`config.mk`:
```
export PLATFORM = sky130hd
export DESIGN_NAME = mem_data_if_flat
export DESIGN_NICKNAME = d
export VERILOG_FILES = /design/src/rtl/mem_data_if_if.sv /design/src/rtl/mem_data_if.sv /design/src/flat_wrapper.sv
export SDC_FILE = /design/constraint.sdc
export NUM_CORES = 1
export LEC_CHECK = 0
export CORE_UTILIZATION = 35
export CTS_CLUSTER_DIAMETER = 60
export DETAILED_ROUTE_END_ITERATION = 7
export GPL_TIMING_DRIVEN = 0
export MAX_ROUTING_LAYER = met4
export PLACE_DENSITY = 0.75
export REMOVE_ABC_BUFFERS = 1
export SYNTH_ARGS = -nofsm -noshare
export SYNTH_HDL_FRONTEND = slang
export SYNTH_SLANG_ARGS = --single-unit
```
`constraint.sdc`:
```
create_clock -name clk -period 1.9 [get_ports clk]
set_input_delay 0.19 -clock clk [delete_from_list [all_inputs] [get_ports clk]]
set_output_delay 0.19 -clock clk [all_outputs]
set_load 0.02 [all_outputs]
```
`src/rtl/mem_data_if_if.sv`:
```
// Bundle for mem_data_if: CPU load/store request/response and data-side memory port B.
// master = the adapter, slave = the CPU/memory environment that drives it.
interface mem_data_if_if #(
    parameter int addr_size = 8
);
    logic                 cpu_req;
    logic [31:0]          cpu_addr;
    logic [31:0]          cpu_wdata;
    logic                 cpu_we;
    logic [1:0]           cpu_size;
    logic                 cpu_signed;
    logic [31:0]          cpu_rdata;
    logic                 cpu_ack;
    logic                 cpu_error;
    logic                 cpu_busy;
    logic [addr_size-1:0] mem_addr;
    logic [31:0]          mem_din;
    logic [3:0]           mem_wr;
    logic                 mem_enable;
    logic [31:0]          mem_dout;
    logic                 mem_ready;

    modport master (
        input  cpu_req, cpu_addr, cpu_wdata, cpu_we, cpu_size, cpu_signed,
        input  mem_dout, mem_ready,
        output cpu_rdata, cpu_ack, cpu_error, cpu_busy,
        output mem_addr, mem_din, mem_wr, mem_enable
    );

    modport slave (
        output cpu_req, cpu_addr, cpu_wdata, cpu_we, cpu_size, cpu_signed,
        output mem_dout, mem_ready,
        input  cpu_rdata, cpu_ack, cpu_error, cpu_busy,
        input  mem_addr, mem_din, mem_wr, mem_enable
    );
endinterface

```
`src/rtl/mem_data_if.sv`:
```
// Data-side adapter: byte/half/word CPU accesses onto a big-endian word memory port,
// with misalignment rejection and a bounded wait for mem_ready.
//
//   state | meaning
//   IDLE  | waiting for cpu_req, request fields latched on acceptance
//   ISSUE | mem_enable high for one cycle with address, lanes and data
//   WAIT  | waiting for mem_ready, timeout counter running
//   RESP  | cpu_ack (and cpu_error if any) high for one cycle
module mem_data_if #(
    parameter int addr_size = 8,
    parameter int timeout   = 4
) (
    input logic          clk,
    input logic          rst,
    mem_data_if_if.master bus
);
    localparam int CW = $clog2(timeout + 1);

    typedef enum logic [1:0] {IDLE, ISSUE, WAIT, RESP} state_t;

    state_t               r_state;
    logic                 r_we;
    logic                 r_signed;
    logic [1:0]           r_size;
    logic [1:0]           r_off;
    logic [CW-1:0]        r_cnt;
    logic [31:0]          r_cpu_rdata;
    logic                 r_cpu_ack;
    logic                 r_cpu_error;
    logic                 r_cpu_busy;
    logic                 r_mem_enable;
    logic [3:0]           r_mem_wr;
    logic [addr_size-1:0] r_mem_addr;
    logic [31:0]          r_mem_din;

    logic                 w_misaligned;
    logic [3:0]           w_lanes;
    logic [31:0]          w_din;
    logic [7:0]           w_byte;
    logic [15:0]          w_half;
    logic [31:0]          w_rdata;
    logic                 w_unused_addr;

    assign w_unused_addr = ^bus.cpu_addr[31:addr_size+2];

    always_comb begin
        w_misaligned = 1'b0;
        w_lanes      = 4'b0000;
        w_din        = bus.cpu_wdata;
        case (bus.cpu_size)
            2'b00: begin
                w_lanes = 4'b1000 >> bus.cpu_addr[1:0];
                w_din   = {4{bus.cpu_wdata[7:0]}};
            end
            2'b01: begin
                w_misaligned = bus.cpu_addr[0];
                w_lanes      = bus.cpu_addr[1] ? 4'b0011 : 4'b1100;
                w_din        = {2{bus.cpu_wdata[15:0]}};
            end
            2'b10: begin
                w_misaligned = |bus.cpu_addr[1:0];
                w_lanes      = 4'b1111;
            end
            default: w_misaligned = 1'b1;
        endcase
        if (!bus.cpu_we) w_lanes = 4'b0000;
    end

    // Big-endian: byte offset 0 sits in the top lane.
    always_comb begin
        w_byte = 8'h00;
        case (r_off)
            2'd0: w_byte = bus.mem_dout[31:24];
            2'd1: w_byte = bus.mem_dout[23:16];
            2'd2: w_byte = bus.mem_dout[15:8];
            default: w_byte = bus.mem_dout[7:0];
        endcase
        w_half  = r_off[1] ? bus.mem_dout[15:0] : bus.mem_dout[31:16];
        w_rdata = bus.mem_dout;
        case (r_size)
            2'b00:   w_rdata = {{24{r_signed & w_byte[7]}}, w_byte};
            2'b01:   w_rdata = {{16{r_signed & w_half[15]}}, w_half};
            default: w_rdata = bus.mem_dout;
        endcase
    end

    always_ff @(posedge clk) begin
        if (rst) begin
            r_state      <= IDLE;
            r_we         <= 1'b0;
            r_signed     <= 1'b0;
            r_size       <= 2'b00;
            r_off        <= 2'b00;
            r_cnt        <= '0;
            r_cpu_rdata  <= 32'h0;
            r_cpu_ack    <= 1'b0;
            r_cpu_error  <= 1'b0;
            r_cpu_busy   <= 1'b0;
            r_mem_enable <= 1'b0;
            r_mem_wr     <= 4'b0000;
            r_mem_addr   <= '0;
            r_mem_din    <= 32'h0;
        end else begin
            r_cpu_ack   <= 1'b0;
            r_cpu_error <= 1'b0;
            case (r_state)
                IDLE: begin
                    if (bus.cpu_req) begin
                        r_we       <= bus.cpu_we;
                        r_signed   <= bus.cpu_signed;
                        r_size     <= bus.cpu_size;
                        r_off      <= bus.cpu_addr[1:0];
                        r_cpu_busy <= 1'b1;
                        if (w_misaligned) begin
                            r_state     <= RESP;
                            r_cpu_ack   <= 1'b1;
                            r_cpu_error <= 1'b1;
                            r_cpu_rdata <= 32'h0;
                        end else begin
                            r_state      <= ISSUE;
                            r_mem_enable <= 1'b1;
                            r_mem_addr   <= bus.cpu_addr[addr_size+1:2];
                            r_mem_din    <= w_din;
                            r_mem_wr     <= w_lanes;
                        end
                    end
                end
                ISSUE: begin
                    r_mem_enable <= 1'b0;
                    r_mem_wr     <= 4'b0000;
                    r_cnt        <= '0;
                    r_state      <= WAIT;
                end
                WAIT: begin
                    if (bus.mem_ready) begin
                        r_state     <= RESP;
                        r_cpu_ack   <= 1'b1;
                        r_cpu_rdata <= r_we ? 32'h0 : w_rdata;
                    end else if (r_cnt == CW'(timeout - 1)) begin
                        r_state     <= RESP;
                        r_cpu_ack   <= 1'b1;
                        r_cpu_error <= 1'b1;
                        r_cpu_rdata <= 32'h0;
                    end else begin
                        r_cnt <= r_cnt + 1'b1;
                    end
                end
                RESP: begin
                    r_state    <= IDLE;
                    r_cpu_busy <= 1'b0;
                end
                default: r_state <= IDLE;
            endcase
        end
    end

    assign bus.cpu_rdata  = r_cpu_rdata;
    assign bus.cpu_ack    = r_cpu_ack;
    assign bus.cpu_error  = r_cpu_error;
    assign bus.cpu_busy   = r_cpu_busy;
    assign bus.mem_addr   = r_mem_addr;
    assign bus.mem_din    = r_mem_din;
    assign bus.mem_wr     = r_mem_wr;
    assign bus.mem_enable = r_mem_enable;
endmodule

```
`src/flat_wrapper.sv`:
```
// flat-port wrapper written by rule: the top's interface ports become plain ports
module mem_data_if_flat 
#(
    parameter int addr_size = 8,
    parameter int timeout   = 4
)
  (clk, rst, bus_cpu_req, bus_cpu_addr, bus_cpu_wdata, bus_cpu_we, bus_cpu_size, bus_cpu_signed, bus_mem_dout, bus_mem_ready, bus_cpu_rdata, bus_cpu_ack, bus_cpu_error, bus_cpu_busy, bus_mem_addr, bus_mem_din, bus_mem_wr, bus_mem_enable);
  mem_data_if_if #(.addr_size(addr_size)) bus_i ();
  input logic clk;
  input logic rst;
  input wire logic [$bits(bus_i.cpu_req)-1:0] bus_cpu_req;
  input wire logic [$bits(bus_i.cpu_addr)-1:0] bus_cpu_addr;
  input wire logic [$bits(bus_i.cpu_wdata)-1:0] bus_cpu_wdata;
  input wire logic [$bits(bus_i.cpu_we)-1:0] bus_cpu_we;
  input wire logic [$bits(bus_i.cpu_size)-1:0] bus_cpu_size;
  input wire logic [$bits(bus_i.cpu_signed)-1:0] bus_cpu_signed;
  input wire logic [$bits(bus_i.mem_dout)-1:0] bus_mem_dout;
  input wire logic [$bits(bus_i.mem_ready)-1:0] bus_mem_ready;
  output wire logic [$bits(bus_i.cpu_rdata)-1:0] bus_cpu_rdata;
  output wire logic [$bits(bus_i.cpu_ack)-1:0] bus_cpu_ack;
  output wire logic [$bits(bus_i.cpu_error)-1:0] bus_cpu_error;
  output wire logic [$bits(bus_i.cpu_busy)-1:0] bus_cpu_busy;
  output wire logic [$bits(bus_i.mem_addr)-1:0] bus_mem_addr;
  output wire logic [$bits(bus_i.mem_din)-1:0] bus_mem_din;
  output wire logic [$bits(bus_i.mem_wr)-1:0] bus_mem_wr;
  output wire logic [$bits(bus_i.mem_enable)-1:0] bus_mem_enable;
  assign bus_i.cpu_req = bus_cpu_req;
  assign bus_i.cpu_addr = bus_cpu_addr;
  assign bus_i.cpu_wdata = bus_cpu_wdata;
  assign bus_i.cpu_we = bus_cpu_we;
  assign bus_i.cpu_size = bus_cpu_size;
  assign bus_i.cpu_signed = bus_cpu_signed;
  assign bus_i.mem_dout = bus_mem_dout;
  assign bus_i.mem_ready = bus_mem_ready;
  assign bus_cpu_rdata = bus_i.cpu_rdata;
  assign bus_cpu_ack = bus_i.cpu_ack;
  assign bus_cpu_error = bus_i.cpu_error;
  assign bus_cpu_busy = bus_i.cpu_busy;
  assign bus_mem_addr = bus_i.mem_addr;
  assign bus_mem_din = bus_i.mem_din;
  assign bus_mem_wr = bus_i.mem_wr;
  assign bus_mem_enable = bus_i.mem_enable;
  mem_data_if #(.addr_size(addr_size), .timeout(timeout)) u_core (.clk(clk), .rst(rst), .bus(bus_i));
endmodule
```
==> reports/metrics.yaml <==
logic_synthesis:
  ys_ff_latch: 91
  synth_edf_count: 0
  synthDistinctLibCells: 45
  ys_seq_area_share_pct: 43.1
  ys_async_sr_fraction_pct: 0
  yosys_warnings: 0
  synth_area_um2: 4230
  postSynthCellCount: 492
  avgSynthCellArea_um2: 8.59
  synth_flop_cell: "dfxtp_1"
sta:
  finalSetupViolations: 0
  min_period_ns: 1.84
  worst_slew_pin_slew_ns: 0.765
  relSlewSlack_pct: 48.8
  rsz0062_at_grt: "no"
  slew_violations: 0
  timing.fmax_mhz: 545
  final.period_utilization_pct: 96.6
  skew_ns: 0.0105
  hold_viol: 0
  finalWorstSetupSlack_ns: 0.0643
clock_network:
  cts_tree: "done"
  root_buffer: "clkbuf_16"
  clockBufferDepth: 2
  worstSkewPairLatency_ns: 0.35
  cts_max_level: 3
  path_clk_slew_ns: 0.07
  cts_made_buffers: 9
  clkSinkCount: 91
  cts_hold_buffers: 0
drt:
  post_drt_wl_per_cell_um: 16.2
  drc: 7
  vias: 4251
  detail-route-antenna-nets: 0
  wirelength_um: 12700
  dr.pass1.iters: 8
  dr.first_iter.drc_count: 248
  avgViaCountPerCell: 5.40
global_routing:
  grt_pass1_vias: 4085
  grt_max_degree: 49
  grt_util_all_layers_pct: 21.2
  grt_antenna_before_repair: 0
  grt_pass1_wl_um: 20500
  grt-ovfl-total: 0
floorplanning:
  die_h_um: 112
  num_rows: 39
  initial_core_util_pct: 36.4
  design.die.area_um2: 12500
  core_area_um2: 11600
  ioPinCount: 184
  die_w_um: 112
power:
  power_mw: 6.63
  p_leak_nw: 2.28
  p_per_area_nw_per_um2: 1030
  ir_worst_vdd_v: 0.000749
worst_setup_path:
  reg2reg_depth: 4
  crit_path_start_kind: "primary input"
  arrival_ns: 2.07
  critical_path_class: "primary input to flop"
  cp_max_fo: 9
  cp-end-kind: "flop"
  critPathRequiredTime_ns: 2.14
final_layout:
  final.fill_count: 1041
  multi_input_area_um2: 2270
  antenna_cells: 0
  final_cell_mix: "clkdlybuf4s50_1 (158), nand2_1 (93), dfxtp_1 (89), a21oi_1 (59), nor2_1 (31)"
  regArea_um2: 1830
  drive_gt1_share_pct: 9.63
  final_common_cell: "clkdlybuf4s50_1"
  final_nets: 749
  syn2layout_area_growth_pct: 51.8
placement:
  port_buffers: 161
  hpwl_um: 8850
  dpl_worst_slack_ns: -1.45
  routabilityCongestion: 0.832
flow_run:
  cap_violations: 0
min_path:
  whs_path_depth: 2
  hold_path_class: "primary input to flop"
status:
  violations: "DRC"
  status: "complete, but fails checks"
-- state kept, by name (all words and copies together), names as in the netlist, 2 cells and up --
name                  cells
u_core.r_state            2
u_core.bus.mem_addr       8
u_core.r_size             2
u_core.r_off              2
u_core.bus.mem_wr         4
u_core.r_cnt              3
u_core.bus.cpu_rdata     32
u_core.bus.mem_din       32
-- metal layers --
metal  global-route usage (%)  part of all wire [%]
met5                        -                     0
met4                     10.8                   3.7
met3                     4.68                   6.9
met2                     32.5                    46
met1                     26.1                    43
-- synth_stat cells, types with 2 or more instances --
| master | instances | area, µm² |
|---|---|---|
| a211oi_1 | 12 | 90.1 |
| a21oi_1 | 59 | 295 |
| a222oi_1 | 6 | 60.1 |
| a311oi_1 | 8 | 70.1 |
| a32o_1 | 10 | 100 |
| buf_1 | 4 | 15.0 |
| buf_2 | 6 | 30.0 |
| buf_4 | 3 | 22.5 |
| buf_6 | 6 | 67.6 |
| clkbuf_1 | 20 | 75.1 |
| dfxtp_1 | 91 | 1820 |
| ha_1 | 6 | 75.1 |
| inv_1 | 9 | 33.8 |
| mux2_2 | 7 | 78.8 |
| mux2i_1 | 20 | 200 |
| nand2_1 | 95 | 357 |
| nand2b_1 | 14 | 87.6 |
| nand3_1 | 5 | 25.0 |
| nor2_1 | 31 | 116 |
| nor2b_1 | 3 | 18.8 |
| nor3_1 | 6 | 30.0 |
| nor4_1 | 2 | 12.5 |
| o21ai_0 | 21 | 105 |
| o21bai_1 | 2 | 15.0 |
| o2bb2ai_1 | 26 | 228 |
-- power breakdown --
group	internal, mW	total, mW	switching, mW
Sequential	2.14	2.35	0.207
Combinational	1.06	2.31	1.25
Clock	1.22	1.97	0.744
-- worst paths after layout --
check / startpoint / end / slack [ns]
worst max-delay path: bus_cpu_addr[1] / u_core.bus.cpu_rdata[11] / 0.06
worst min-delay path: rst / u_core.bus.mem_din[6] / 0.23
worst max register to register: u_core.r_size[0] / u_core.bus.cpu_rdata[21] / 0.11
worst min register to register: u_core.bus.mem_addr[1] / u_core.bus.mem_addr[1] / 0.45
-- cell type report --
cell class / instances / area share, %
Sequential cell: 91 / 28.5
Tap cell: 143 / 2.79
Timing Repair Buffer: 173 / 27.7
Multi-Input combinational cell: 355 / 35.4
Inverter: 9 / 0.526
Clock buffer: 12 / 4.00
Clock inverter: 4 / 1.13
-- per-stage QoR --
| step | utilization (%) | hold slack (ns) | TNS, ns | instance area, µm² | std cells |
|---|---|---|---|---|---|
| after detailed placement | 50.8 | 0.446 | -82.25 | 5900 | 761 |
| after floorplan | - | 0.259 | -25.86 | 4020 | 453 |
| after global placement | 50.0 | 0.439 | -162.35 | 5810 | 757 |
| final | 55.3 | 0.227 | 0 | 6420 | 787 |
| after global routing | 55.3 | 0.247 | 0 | 6420 | 787 |
| after CTS | 54.9 | 0.218 | 0 | 6370 | 783 |
-- critical path, stage by stage --
cell and delay (ns):
clkdlybuf4s50_1 0.54, nor3_1 0.52, nor4_4 0.13, or2_2 0.43, a32o_1 0.26
-- repair_timing --
action | CTS | global route
gates resized for setup | 21 | 5
buffers inserted | 4 | 4
gates cloned | 2 | 0
endpoints found under the setup margin | 78 | 32
pin swaps | 2 | 0
-- cells by family (layout without fill, tap and decap cells) --
logic type | count (synthesis) | after routing | share of synthesized area [%]
adder cells (fa/ha/maj) | 6 | 6 | 1.78
flip-flops | 91 | 91 | 43.1
buffers and inverters | 48 | 198 | 5.77
AND/OR/NAND/NOR | 164 | 164 | 16.8
multiplexers | 28 | 28 | 7.13
AO/OA/AOI/OAI | 155 | 157 | 25.4
No activity file was read; power rests on OpenSTA's default activity.
==> edit (config.mk and constraints unchanged) <==
`addr_size` is set to 8 in 3 places; all go to 4.
--- a/src/rtl/mem_data_if_if.sv
+++ b/src/rtl/mem_data_if_if.sv
@@ -3,3 +3,3 @@
 interface mem_data_if_if #(
-    parameter int addr_size = 8
+    parameter int addr_size = 4
 );
--- a/src/rtl/mem_data_if.sv
+++ b/src/rtl/mem_data_if.sv
@@ -9,3 +9,3 @@
 module mem_data_if #(
-    parameter int addr_size = 8,
+    parameter int addr_size = 4,
     parameter int timeout   = 4
--- a/src/flat_wrapper.sv
+++ b/src/flat_wrapper.sv
@@ -3,3 +3,3 @@
 #(
-    parameter int addr_size = 8,
+    parameter int addr_size = 4,
     parameter int timeout   = 4
Ports: changed (resized bus_mem_addr); port bits go from 184 to 180. The function was not compared with the original's and may differ.
==> edit against the original RTL <==
  * Setup slack improved by 0.91 ps
  * Area after synthesis fell by 2.8%
  * Final area decreased by 1.4%
  * Largest power group is now combinational cells
  * Total power up 1.3%
  * Critical endpoint is now u_core.bus.cpu_rdata[30]
  * Routed wire length is 3.4% higher
  * Sequential cell count down 4
  * Via count shrank 1.8%
  * Non-clock buffer count shrank 7
==> edit: results (changes against the original RTL) <==
status:
  status: "finished, final reports clean"
synth:
  synth_cells: 476  # -3.3%
  ys_top_cells_by_count: "dfxtp_1, nand2_1, a21oi_1, nor2_1, o2bb2ai_1"
  ys_seq_area_share_pct: 42.4  # -0.72 points
  async_reset_ff_share_pct: 0  # unchanged
  synth_area_leaders: "dfxtp_1, nand2_1, a21oi_1, o2bb2ai_1, mux2i_1"
  ys_types: 44  # -2.2%
route:
  drt_first_iter_violations: 244  # -1.6%
  vias: 4176  # -1.8%
  first_pass_iters: 7  # -1
  routed_wl_microns: 13200  # +3.4%
timing:
  fin_worst_skew_ps: 6.21  # -4.30 ps
  worstMarginPinSlew_ps: 768  # +3.09 ps
  hold_ws_ps: 215  # -11.7 ps
finish:
  final_layout_size_suffix_gt1_share_pct: 11.9  # +2.3 points
  stdcell_count: 766  # -2.7%
  nFillCells: 1028  # -1.2%
  final_nets: 728  # -2.8%
power:
  vdd_drop_max_v: 0.000613  # -18%
  p_int_w: 0.00449  # +1.4%
  cellLeakagePower_nw: 2.24  # -1.9%
worst_setup_path:
  worstPathArrival_ps: 2100  # +30 ps
  crit_path_max_fanout: 25  # +16
global_routing:
  track_usage_pct: 22.3  # +1.1 points
  grt_pass1_wl_microns: 20200  # -1.3%
  antenna_found_initial: 0  # unchanged
  grt_max_degree: 46  # -6.1%
placement:
  numPortBuffers: 153  # -5.0%
  gp_congestion: 0.847  # +1.7%
  pre_cts_ws_ps: -1760  # -317 ps
  place_inst: 735  # -3.4%
clocking:
  clockBufferDepth: 2  # unchanged
[edit: cell count changes in the layout (fill, tap and decap cells not counted), moves of 2 or more]
cell and delta:
clkdlybuf4s50_1 -8, nand2_1 -8, nor3_2 +2, a21oi_1 -4, nor3_1 -2, clkbuf_1 +2
a21oi_4 +3, a211oi_1 -2, dfxtp_2 +3, buf_12 +2, dfxtp_1 -7, a211oi_2 +2
[edit: final cells by class]
cell class              count  area, sq um  area share, %
flip-flops and latches     87         1750           27.7
clock inverters             3         90.1           1.42
repair buffers            166         1700           26.9
inverters                   9         33.8          0.534
well taps                 143          179           2.83
clock buffers              13          250           3.95
multi-input cells         345         2320           36.7
[edit: cell families after synthesis]
family                     Yosys count  synth area share, %
muxes                               28                 7.34
buffers and inverters               48                 5.72
adders and majority gates            6                 1.83
and+or+nand+nor                    156                 16.6
DFF                                 87                 42.4
AOI/OAI and AO/OA                  151                 26.1
[edit: power by group through the flow]
stage	registers (W)	clock network [W]	logic [W]
after CTS	0.00227	0.00207	0.00224
after global placement	0.00229	0	0.00195
final	0.00226	0.00202	0.00243
after global routing	0.00229	0.00213	0.00261
after detailed placement	0.00230	0	0.00204
after floorplan	0.00247	0	0.000963
[edit: stage by stage]
step / util, % / area [sq um]
finish: 55.4 / 6330
global route: 55.4 / 6330
CTS: 54.1 / 6170
detailed placement: 49.5 / 5650
global placement: 49.2 / 5620
floorplan: - / 3910
[edit: worst paths after layout]
| kind | startpoint | to | slack (ps) | depth (start not counted) |
|---|---|---|---|---|
| hold / removal | rst | u_core.bus.mem_din[1] | 220 | 2 |
| hold reg to reg | u_core.bus.mem_din[25] | u_core.bus.mem_din[25] | 450 | 2 |
| setup / recovery | bus_cpu_size[0] | u_core.bus.cpu_rdata[30] | 70 | 6 |
| setup reg to reg | u_core.r_state[0] | u_core.bus.cpu_rdata[8] | 100 | 6 |
[edit: critical path, stage by stage]
cell and delay [ps]:
clkdlybuf4s15_2 470, or3_4 610, a32o_2 330, a21oi_4 170
buf_4 190, o2bb2ai_1 120
[edit: routing by layer]
layer	vias up	wire length, microns	track usage [%]
met3	10	874	6.41
met2	152	6620	36.8
met4	0	149	6.30
li1	2012	-	-
met1	2002	5530	26.5
met5	-	0	-
[edit: what timing repair did]
item	in CTS	in global routing
pin swaps	3	0
endpoints found under the setup margin	76	67
gates cloned	4	0
resized for setup	25	18
setup buffers	5	6
